==> config.mk <==
export PLATFORM = sky130hd
export DESIGN_NAME = morse_letter_scheduler_flat
export DESIGN_NICKNAME = d
export VERILOG_FILES = /design/src/rtl/morse_letter_scheduler_pkg.sv /design/src/rtl/morse_letter_scheduler_if.sv /design/src/rtl/morse_letter_scheduler_tick_gen.sv /design/src/rtl/morse_letter_scheduler.sv /design/src/flat_wrapper.sv
export SDC_FILE = /design/constraint.sdc
export NUM_CORES = 1
export LEC_CHECK = 0
export CORE_MARGIN = 2
export CORE_UTILIZATION = 41
export CTS_CLUSTER_DIAMETER = 150
export DETAILED_ROUTE_END_ITERATION = 8
export PLACE_DENSITY = 0.62
export SETUP_SLACK_MARGIN = 0.3
export SYNTH_ARGS = -nofsm -noshare
export SYNTH_HDL_FRONTEND = slang
export SYNTH_SLANG_ARGS = --single-unit
==> constraint.sdc <==
create_clock -name clock -period 3.8 [get_ports clock]
set_clock_uncertainty 0.2 [all_clocks]
set_input_delay 0.76 -clock clock [delete_from_list [all_inputs] [get_ports clock]]
set_output_delay 0.76 -clock clock [all_outputs]
set_load 0.02 [all_outputs]
==> src/rtl/morse_letter_scheduler_pkg.sv <==
// Shared types for the Morse letter scheduler: FSM states and the letter-pattern table.
// Patterns are left-aligned so bit PAT_W-1 is the first symbol sent.
package morse_pkg;

    localparam int PAT_W = 14;

    typedef enum logic [1:0] {
        IDLE  = 2'd0,
        SHIFT = 2'd1,
        GAP   = 2'd2
    } state_t;

    function automatic logic [PAT_W-1:0] pattern_of(input logic [2:0] code);
        logic [PAT_W-1:0] pat;
        case (code)
            3'd0:    pat = 14'b10101000000000;
            3'd1:    pat = 14'b11100000000000;
            3'd2:    pat = 14'b10101110000000;
            3'd3:    pat = 14'b10101011100000;
            3'd4:    pat = 14'b10111011100000;
            3'd5:    pat = 14'b11101010111000;
            3'd6:    pat = 14'b11101011101110;
            default: pat = 14'b11101110101000;
        endcase
        return pat;
    endfunction

endpackage

==> src/rtl/morse_letter_scheduler_if.sv <==
// Requester-side bundle of the Morse letter scheduler.
// The master is the letter-source side; the slave is the scheduler.
interface morse_letter_scheduler_if #(
    parameter int NUM_REQ = 4
);
    localparam int ID_W = $clog2(NUM_REQ);

    logic [NUM_REQ-1:0]   req;
    logic [3*NUM_REQ-1:0] letter_sel;
    logic                 abort;
    logic [NUM_REQ-1:0]   grant;
    logic [NUM_REQ-1:0]   done;
    logic                 busy;
    logic [ID_W-1:0]      active_id;
    logic                 light_out;

    modport master (
        output req, letter_sel, abort,
        input  grant, done, busy, active_id, light_out
    );

    modport slave (
        input  req, letter_sel, abort,
        output grant, done, busy, active_id, light_out
    );

endinterface

==> src/rtl/morse_letter_scheduler_tick_gen.sv <==
// Symbol-tick generator: a TICK_DIV-cycle down-counter that restarts on demand
// and pulses tick on the last cycle of each symbol period.
module morse_tick_gen #(
    parameter int TICK_DIV = 12_500_000
) (
    input  logic clock,
    input  logic reset,
    input  logic restart,
    input  logic enable,
    output logic tick
);
    localparam int CNT_W = $clog2(TICK_DIV);
    localparam logic [CNT_W-1:0] RELOAD = CNT_W'(TICK_DIV - 1);

    logic [CNT_W-1:0] tick_cnt;

    always_ff @(posedge clock or negedge reset) begin
        if (!reset) begin
            tick_cnt <= '0;
        end else if (restart) begin
            tick_cnt <= RELOAD;
        end else if (enable) begin
            tick_cnt <= (tick_cnt == '0) ? RELOAD : tick_cnt - 1'b1;
        end
    end

    assign tick = enable && !restart && (tick_cnt == '0);

endmodule

==> src/rtl/morse_letter_scheduler.sv <==
// Round-robin owner of one Morse light: grants a requester, shifts its letter
// pattern out one bit per symbol tick, then holds the light dark for the gap.
module morse_letter_scheduler
    import morse_pkg::*;
#(
    parameter int NUM_REQ   = 4,
    parameter int PATTERN_W = PAT_W,
    parameter int TICK_DIV  = 12_500_000,
    parameter int GAP_TICKS = 3
) (
    input  logic                    clock,
    input  logic                    reset,
    morse_letter_scheduler_if.slave bus
);
    localparam int ID_W  = $clog2(NUM_REQ);
    localparam int BIT_W = $clog2(PATTERN_W);
    localparam int GAP_W = (GAP_TICKS > 1) ? $clog2(GAP_TICKS) : 1;

    state_t               state, state_d;
    logic                 tick, found, start, busy;
    logic [ID_W-1:0]      pick, rr_ptr, active_id;
    logic [PATTERN_W-1:0] shreg, pattern;
    logic [BIT_W-1:0]     bit_cnt;
    logic [GAP_W-1:0]     gap_cnt;
    logic [NUM_REQ-1:0]   grant, grant_d, done, done_d;
    logic                 light, light_d;

    // First requester at or after rr_ptr, wrapping.
    always_comb begin
        int idx;
        found = 1'b0;
        pick  = '0;
        idx   = 0;
        for (int k = 0; k < NUM_REQ; k++) begin
            idx = int'(rr_ptr) + k;
            if (idx >= NUM_REQ) idx = idx - NUM_REQ;
            if (!found && bus.req[idx]) begin
                found = 1'b1;
                pick  = ID_W'(idx);
            end
        end
    end

    assign start   = (state == IDLE) && found;
    assign pattern = pattern_of(bus.letter_sel[3*int'(pick) +: 3]);

    morse_tick_gen #(.TICK_DIV(TICK_DIV)) u_tick (
        .clock   (clock),
        .reset   (reset),
        .restart (start),
        .enable  (busy),
        .tick    (tick)
    );

    always_ff @(posedge clock or negedge reset) begin
        if (!reset) state <= IDLE;
        else        state <= state_d;
    end

    always_comb begin
        state_d = state;
        case (state)
            IDLE:    if (found) state_d = SHIFT;
            SHIFT:   if (bus.abort) state_d = IDLE;
                     else if (tick && bit_cnt == '0) state_d = GAP;
            GAP:     if (bus.abort) state_d = IDLE;
                     else if (tick && gap_cnt == '0) state_d = IDLE;
            default: state_d = IDLE;
        endcase
    end

    always_comb begin
        busy    = (state != IDLE);
        grant_d = '0;
        done_d  = '0;
        light_d = 1'b0;
        case (state)
            IDLE: if (found) begin
                grant_d[pick] = 1'b1;
                light_d       = pattern[PATTERN_W-1];
            end
            SHIFT: if (!bus.abort) begin
                if (!tick)               light_d = shreg[PATTERN_W-1];
                else if (bit_cnt != '0)  light_d = shreg[PATTERN_W-2];
            end
            GAP: if (!bus.abort && tick && gap_cnt == '0) done_d[active_id] = 1'b1;
            default: ;
        endcase
    end

    // Grant/done/light are registered so the board sees glitch-free outputs.
    always_ff @(posedge clock or negedge reset) begin
        if (!reset) begin
            shreg     <= '0;
            bit_cnt   <= '0;
            gap_cnt   <= '0;
            active_id <= '0;
            rr_ptr    <= '0;
            grant     <= '0;
            done      <= '0;
            light     <= 1'b0;
        end else begin
            grant <= grant_d;
            done  <= done_d;
            light <= light_d;
            case (state)
                IDLE: if (found) begin
                    active_id <= pick;
                    rr_ptr    <= (pick == ID_W'(NUM_REQ - 1)) ? '0 : pick + 1'b1;
                    shreg     <= pattern;
                    bit_cnt   <= BIT_W'(PATTERN_W - 1);
                end
                SHIFT: if (!bus.abort && tick) begin
                    shreg <= shreg << 1;
                    if (bit_cnt == '0) gap_cnt <= GAP_W'(GAP_TICKS - 1);
                    else               bit_cnt <= bit_cnt - 1'b1;
                end
                GAP: if (!bus.abort && tick && gap_cnt != '0) gap_cnt <= gap_cnt - 1'b1;
                default: ;
            endcase
        end
    end

    assign bus.grant     = grant;
    assign bus.done      = done;
    assign bus.busy      = busy;
    assign bus.active_id = active_id;
    assign bus.light_out = light;

endmodule

==> src/flat_wrapper.sv <==
// flat-port wrapper written by rule: the top's interface ports become plain ports
module morse_letter_scheduler_flat import morse_pkg::*;
#(
    parameter int NUM_REQ   = 4,
    parameter int PATTERN_W = PAT_W,
    parameter int TICK_DIV  = 12_500_000,
    parameter int GAP_TICKS = 3
)
  (clock, reset, bus_req, bus_letter_sel, bus_abort, bus_grant, bus_done, bus_busy, bus_active_id, bus_light_out);
  morse_letter_scheduler_if #(.NUM_REQ(NUM_REQ)) bus_i ();
  input  logic clock;
  input  logic reset;
  input wire logic [$bits(bus_i.req)-1:0] bus_req;
  input wire logic [$bits(bus_i.letter_sel)-1:0] bus_letter_sel;
  input wire logic [$bits(bus_i.abort)-1:0] bus_abort;
  output wire logic [$bits(bus_i.grant)-1:0] bus_grant;
  output wire logic [$bits(bus_i.done)-1:0] bus_done;
  output wire logic [$bits(bus_i.busy)-1:0] bus_busy;
  output wire logic [$bits(bus_i.active_id)-1:0] bus_active_id;
  output wire logic [$bits(bus_i.light_out)-1:0] bus_light_out;
  assign bus_i.req = bus_req;
  assign bus_i.letter_sel = bus_letter_sel;
  assign bus_i.abort = bus_abort;
  assign bus_grant = bus_i.grant;
  assign bus_done = bus_i.done;
  assign bus_busy = bus_i.busy;
  assign bus_active_id = bus_i.active_id;
  assign bus_light_out = bus_i.light_out;
  morse_letter_scheduler #(.NUM_REQ(NUM_REQ), .PATTERN_W(PATTERN_W), .TICK_DIV(TICK_DIV), .GAP_TICKS(GAP_TICKS)) u_core (.clock(clock), .reset(reset), .bus(bus_i));
endmodule
# After elaboration in Yosys (flattened, before gate mapping)
# Index checks and enable logic that the tools add are counted.
# W data, S select, Z words.
[totals]
register_bits = 59
input_bits = 19
output_inout_bits = 12
elab_cells = 144
[op_classes]
addsub = 11
n_mul = 1
order_cmp = 12
eq_ne = 16
shifts = 1
muxes = 59
reduce_logical = 34
[op_table]
columns = ["operator", "count"]
rows = [
  ["$lt A32 B4 Y1 const B", 4],
  ["$mux W32", 4],
  ["$ge A32 B4 Y1 const B", 3],
  ["$sub A32 B4 Y32 const B", 3],
  ["$pmux W13 S7", 1],
  ["$mux W24", 3],
  ["$shiftx A12 B32 Y3", 1],
  ["$mux W14", 2],
  ["$mux W4", 7],
  ["$pmux W14 S2", 1],
  ["$mux W2", 13],
  ["$logic_not A24 Y1", 1],
  ["$sub A24 B1 Y24 const B", 1],
  ["$mux W1", 18],
  ["$logic_and A1 B1 Y1", 13],
  ["$reduce_bool A2 Y1", 5],
  ["$eq A3 B3 Y1 const B", 3],
  ["$bmux W1 S2", 4],
  ["$ne A2 B1 Y1 const B", 4],
  ["$pmux W4 S2", 1],
  ["$reduce_and A4 Y1", 2],
  ["$add A2 B2 Y3 const B", 2],
  ["$eq A3 B2 Y1 const B", 2],
  ["$lt A2 B3 Y1 const B", 2],
  ["other kinds (24)", 34],
]

# Depth between registers and ports, before layout
[logic_depth]
word_depth = 23
depth_mapped = 10
mapped_depth_nobuf = 9

# Modules after synthesis
# A second synthesis with hierarchy kept.
[unflattened]
hier_cells = 389
hier_area_um2 = 3508.4
[modules_own_cells]
columns = ["mod", "n_inst", "cells_per_inst", "area_per_inst_um2", "seq_area_each_um2"]
rows = [
  ["morse_letter_scheduler", 1, 220, 1940.6, 850.8],
  ["morse_tick_gen", 1, 169, 1567.8, 600.6],
]

# Worst setup path before layout
# No wires, ideal clock.
[synth_path]
path_kind = "input-to-reg"
start = "input port bus_req[2]"
end = "register u_core.shreg[6]"
setup_time_ps = 120
arrival_ps = 2185
t_required_ps = 3480
path_slack_ps = 1296
stages = 8
n_path_buf = 1
cell_sequence = "mux2i_1 -> nor2_1 -> a311oi_1 -> buf_4 -> mux2i_1 -> mux2i_4 -> xor2_1 -> a31o_1"
[synth_between]
elab_cells_between_ends = 46
classes_between = "mul (1); eq/ne (8); shift (1); mux (23); reduce/logical (13)"
[synth_lines]
columns = ["element", "line_no", "text"]
rows = [
  ["start: declaration", "flat_wrapper.sv:13", "input wire logic [$bits(bus_i.req)-1:0] bus_req;"],
  ["$bmux W1 S2", "morse_letter_scheduler.sv:37", "if (!found && bus.req[idx]) begin"],
  ["$mux W1 (not written as such) (2 in a row)", "morse_letter_scheduler.sv:37", ""],
  ["$mux W1", "morse_letter_scheduler.sv:37", ""],
  ["$logic_not A1 Y1", "morse_letter_scheduler.sv:37", ""],
  ["$logic_and A1 B1 Y1", "morse_letter_scheduler.sv:37", ""],
  ["$mux W1", "morse_letter_scheduler.sv:37", ""],
  ["$logic_not A1 Y1", "morse_letter_scheduler.sv:37", ""],
  ["$logic_and A1 B1 Y1", "morse_letter_scheduler.sv:37", ""],
  ["[3 not listed]", "--", ""],
  ["$mux W2 (*)", "morse_letter_scheduler.sv:37", ""],
  ["via u_core.pick[0]", "morse_letter_scheduler.sv:21", "logic [ID_W-1:0] pick, rr_ptr, active_id;"],
  ["$mul A2 B2 Y4 (*)", "morse_letter_scheduler.sv:45", "assign pattern = pattern_of(bus.letter_sel[3*int'(pick) +: 3]);"],
  ["$shiftx A12 B32 Y3 (*)", "morse_letter_scheduler.sv:45", ""],
  ["$eq A3 B3 Y1 (tied with other cells)", "morse_letter_scheduler_pkg.sv:15", "case (code)"],
  ["$pmux W13 S7 (*)", "morse_letter_scheduler_pkg.sv:15", ""],
  ["$mux W14 (*)", "morse_letter_scheduler.sv:107", "IDLE: if (found) begin"],
  ["$pmux W14 S2 (*)", "morse_letter_scheduler.sv:106", "case (state)"],
  ["end signal: assignment", "morse_letter_scheduler.sv:110", "shreg <= pattern;"],
  ["end signal: assignment", "morse_letter_scheduler.sv:114", "shreg <= shreg << 1;"],
  ["end: declaration", "morse_letter_scheduler.sv:22", "logic [PATTERN_W-1:0] shreg, pattern;"],
]
# Mark *: on every way through the listed nets, which the timed path passes. The rest lies on a longest branch. The select of a mux whose other input is x is not followed.
# A chain may end at the register's enable or synchronous reset.

# Worst setup path after layout
[layout_path]
start = "register u_core.state[1]"
end = "output port bus_busy"
[layout_between]
elab_chain_cells = 1
[layout_lines]
columns = ["element", "line_no", "text"]
rows = [
  ["start: declaration", "morse_letter_scheduler.sv:19", "state_t state, state_d;"],
  ["start signal: assignment", "morse_letter_scheduler.sv:57", "else state <= state_d;"],
  ["$reduce_bool A2 Y1", "morse_letter_scheduler.sv:73", "busy = (state != IDLE);"],
  ["end: declaration", "flat_wrapper.sv:18", "output wire logic [$bits(bus_i.busy)-1:0] bus_busy;"],
]
# No other way between the ends.

==> summary.txt <==
Layout Cells excl Fill: 475
CP Capture Type: primary output
Worst EP required: 2.84 ns
WL per Instance: 13.7 µm
CP Launch Type: flip-flop
Max_slew headroom: 37.5%
Syn Inst Count: 334
DR DRC count: 0
Vias in the first global route: 2498
#FFs+latches synth: 58
Setup CP Type: flip-flop to primary output
FF-to-FF path depth: 7
Io pins: 31
Initial antenna violation count: 0
Diodes inserted: 0
H-tree levels: 3
Worst path bufs/invs: 2
Share of layout cells above drive strength 1: 9.04%
Final GP Congestion: 0.846
Leakage power figure: 1.52 nW
Core area: 7250 µm²
Dpl ws: 0.574 ns
Global-route wire length before repair: 11600 µm
Crit-path slowest cell: clkdlybuf4s50_1
Hold_sp: u_core.shreg[8]
Nets@finish: 397
EDFF count, synth: 0
Power per cell area: 627 nW/µm²
R2R Path Start: u_core.u_tick.tick_cnt[9]
Final ANT Viol Nets: 0
Storage cell area: 1450 µm²
Most common cell after layout, fill and taps aside: dfrtp_1
Iter 0 DRT Violations: 128
Core Util, Final: 50.6%
Post-Synth Simple-Gate Area: 23.3%
CTS tree: yes
Seq/Total Area, Yosys: 47.4%
Fin crit period: 3.01 ns
Clk buf depth: 2
Port-buffer cells: 30
Critical Path Fanout Max: 10
Die footprint: 8170 µm²
Final setup fails: 0
Remaining global-route overflow: 0
Worst slew pin tran: 0.938 ns
Vias: 2513
Most frequent cells in the layout: 58 x dfrtp_1, 50 x nand2_1, 30 x nor2_1
GRT Util Overall: 17.3%
CTS Sinks: 58
Hold Path Class: flip-flop to flip-flop
Num CTS Buffers: 9
Fill cells: 672
Drt pass-1 iters: 4
Setup WS post-layout: 0.793 ns
Adder-cell share of the synthesized area: 2.86%
Clk pin slew, worst setup/hold paths: 0.07 ns
Synthesized area per cell: 9.17 µm²
# resized after CTS: 0
Post-synth ARST share: 100%
Post-Place Cells: 459
Skew-Pair Late Insertion Delay: 0.33 ns
Critical Path, Cell by Cell: nor2_1, inv_1, clkdlybuf4s50_1
Ys Warns: 0
Via/cell ratio: 5.29
Predominant post-synthesis flop cell: dfrtp_1
Mapped cell area: 3060 µm²
Area Overhead vs Synth: 19.9%
Final WL: 6480 µm
Multi-input logic area: 1520 µm²
CTS Hold Buffers Added: 0
Largest family of logic cells by synthesized area: simple AND/OR/NAND/NOR gates
Multiplexer share of the synthesized area: 4.82%
Outcome: complete, no violations
Setup Fix Bufs, Post-CTS: 0
Die height: 90.4 µm
Critical path origin: u_core.state[1]
Final Max Tran Viols: 0
TNS Setup: 0 ns
Hold path depth: 2
Largest net degree at the start of global routing: 44
Max Cap Viol: 0
Netlist cell types: 48
CP max stage delay: 0.60 ns
Final Hold Vio Count: 0
Compound-cell area share of the yosys netlist: 15.5%
CP Data Arrival Time: 2.05 ns
Placed wire-length estimate: 4610 µm
Die X-Extent: 90.4 µm
Critical path's top delay family: buffers and inverters
Starting Density: 42.2%
Final Power: 0.00230 W
Peak Freq: 333 MHz
RSZ-0062 raised after global routing: false
Stages on worst setup path: 3
VDD IR max: 0.000373 V
Post-Synth XOR/XNOR Area: 2.86%
Placement Rows: 31
Clk root buf: clkbuf_8
Syn Nets: 360
Final period util: 79.1%
==> power by group <==
group	internal, W	switching, W
Clock	0.000301	0.000258
Sequential	0.000762	0.000111
Combinational	0.000351	0.000520
Total	0.00141	0.000890
==> flip-flops by register name (all words and copies together) (netlist names) <==
name / count
u_core.bus.active_id: 2
u_core.u_tick.tick_cnt: 24
u_core.shreg: 13
u_core.state: 2
u_core.bus.grant: 4
u_core.bus.done: 4
u_core.rr_ptr: 2
u_core.bit_cnt: 4
u_core.gap_cnt: 2
u_core.bus.light_out: 1
==> final timing paths <==
path | endpoint | slack (ns)
max | bus_busy | 0.79
min | u_core.shreg[8] | 0.30
max reg2reg | u_core.bit_cnt[3] | 1.12
min reg2reg | u_core.shreg[8] | 0.30
max in group asynchronous | u_core.bit_cnt[1] | 2.25
min in group asynchronous | u_core.bus.done[1] | 0.37
==> routing by layer <==
metal | GRT usage (%) | share of wire (%) | vias up
li1 | - | - | 1252
met1 | 23.8 | 48 | 1205
met2 | 27.6 | 48 | 52
met3 | 3.84 | 3.4 | 4
met4 | 5.00 | 0.79 | 0
met5 | 0 | 0 | -
==> synthesized netlist by cell type (3+ instances only) <==
cell	number	share of area, %
o21ai_0	28	4.6
inv_1	13	1.6
mux2i_1	8	2.6
buf_2	3	0.49
nand2_1	50	6.1
or3_1	3	0.61
xor2_1	7	2.0
a31oi_1	5	1.0
o31ai_1	6	1.5
nor3_1	19	3.1
nor4_1	3	0.61
mux2i_4	3	2.2
nand3_1	7	1.1
nand2b_1	5	1.0
and3_1	11	2.2
xnor2_1	3	0.86
clkbuf_1	4	0.49
nor2b_1	4	0.82
o21ai_1	4	0.65
dfrtp_1	58	47
a21oi_1	21	3.4
ha_1	7	2.9
nor2_1	30	3.7
==> area by class of cell <==
cell class / instances / area share [%]
clock inverter: 7 / 1.87
multi-input combinational: 253 / 41.4
sequential: 58 / 39.5
tap: 99 / 3.37
timing repair buffer: 35 / 9.06
inverter: 14 / 1.43
clock buffer: 9 / 3.37
==> tightest hold or removal path, cell delays in order, from the launching register on <==
cell,delay (ns)
dfrtp_1,0.34
a21oi_1,0.06
o21ai_1,0.06
==> per-stage QoR <==
stage / hold slack (ns) / instance area [µm²]
after global routing: 0.329 / 3670
after CTS: 0.296 / 3670
after floorplan: 0.247 / 3060
after global placement: 0.271 / 3480
after detailed placement: 0.278 / 3480
final: 0.295 / 3670
==> cell families (layout without fill, tap and decap cells) <==
logic type / after synthesis / after routing
DFF: 58 / 58
muxes: 11 / 11
and+or+nand+nor: 145 / 145
adders and majority gates: 7 / 7
buffers and inverters: 23 / 65
xor gates and xnor gates: 10 / 10
AOI/OAI and AO/OA: 80 / 80
Note: power is estimated with default switching activity, not from simulation.
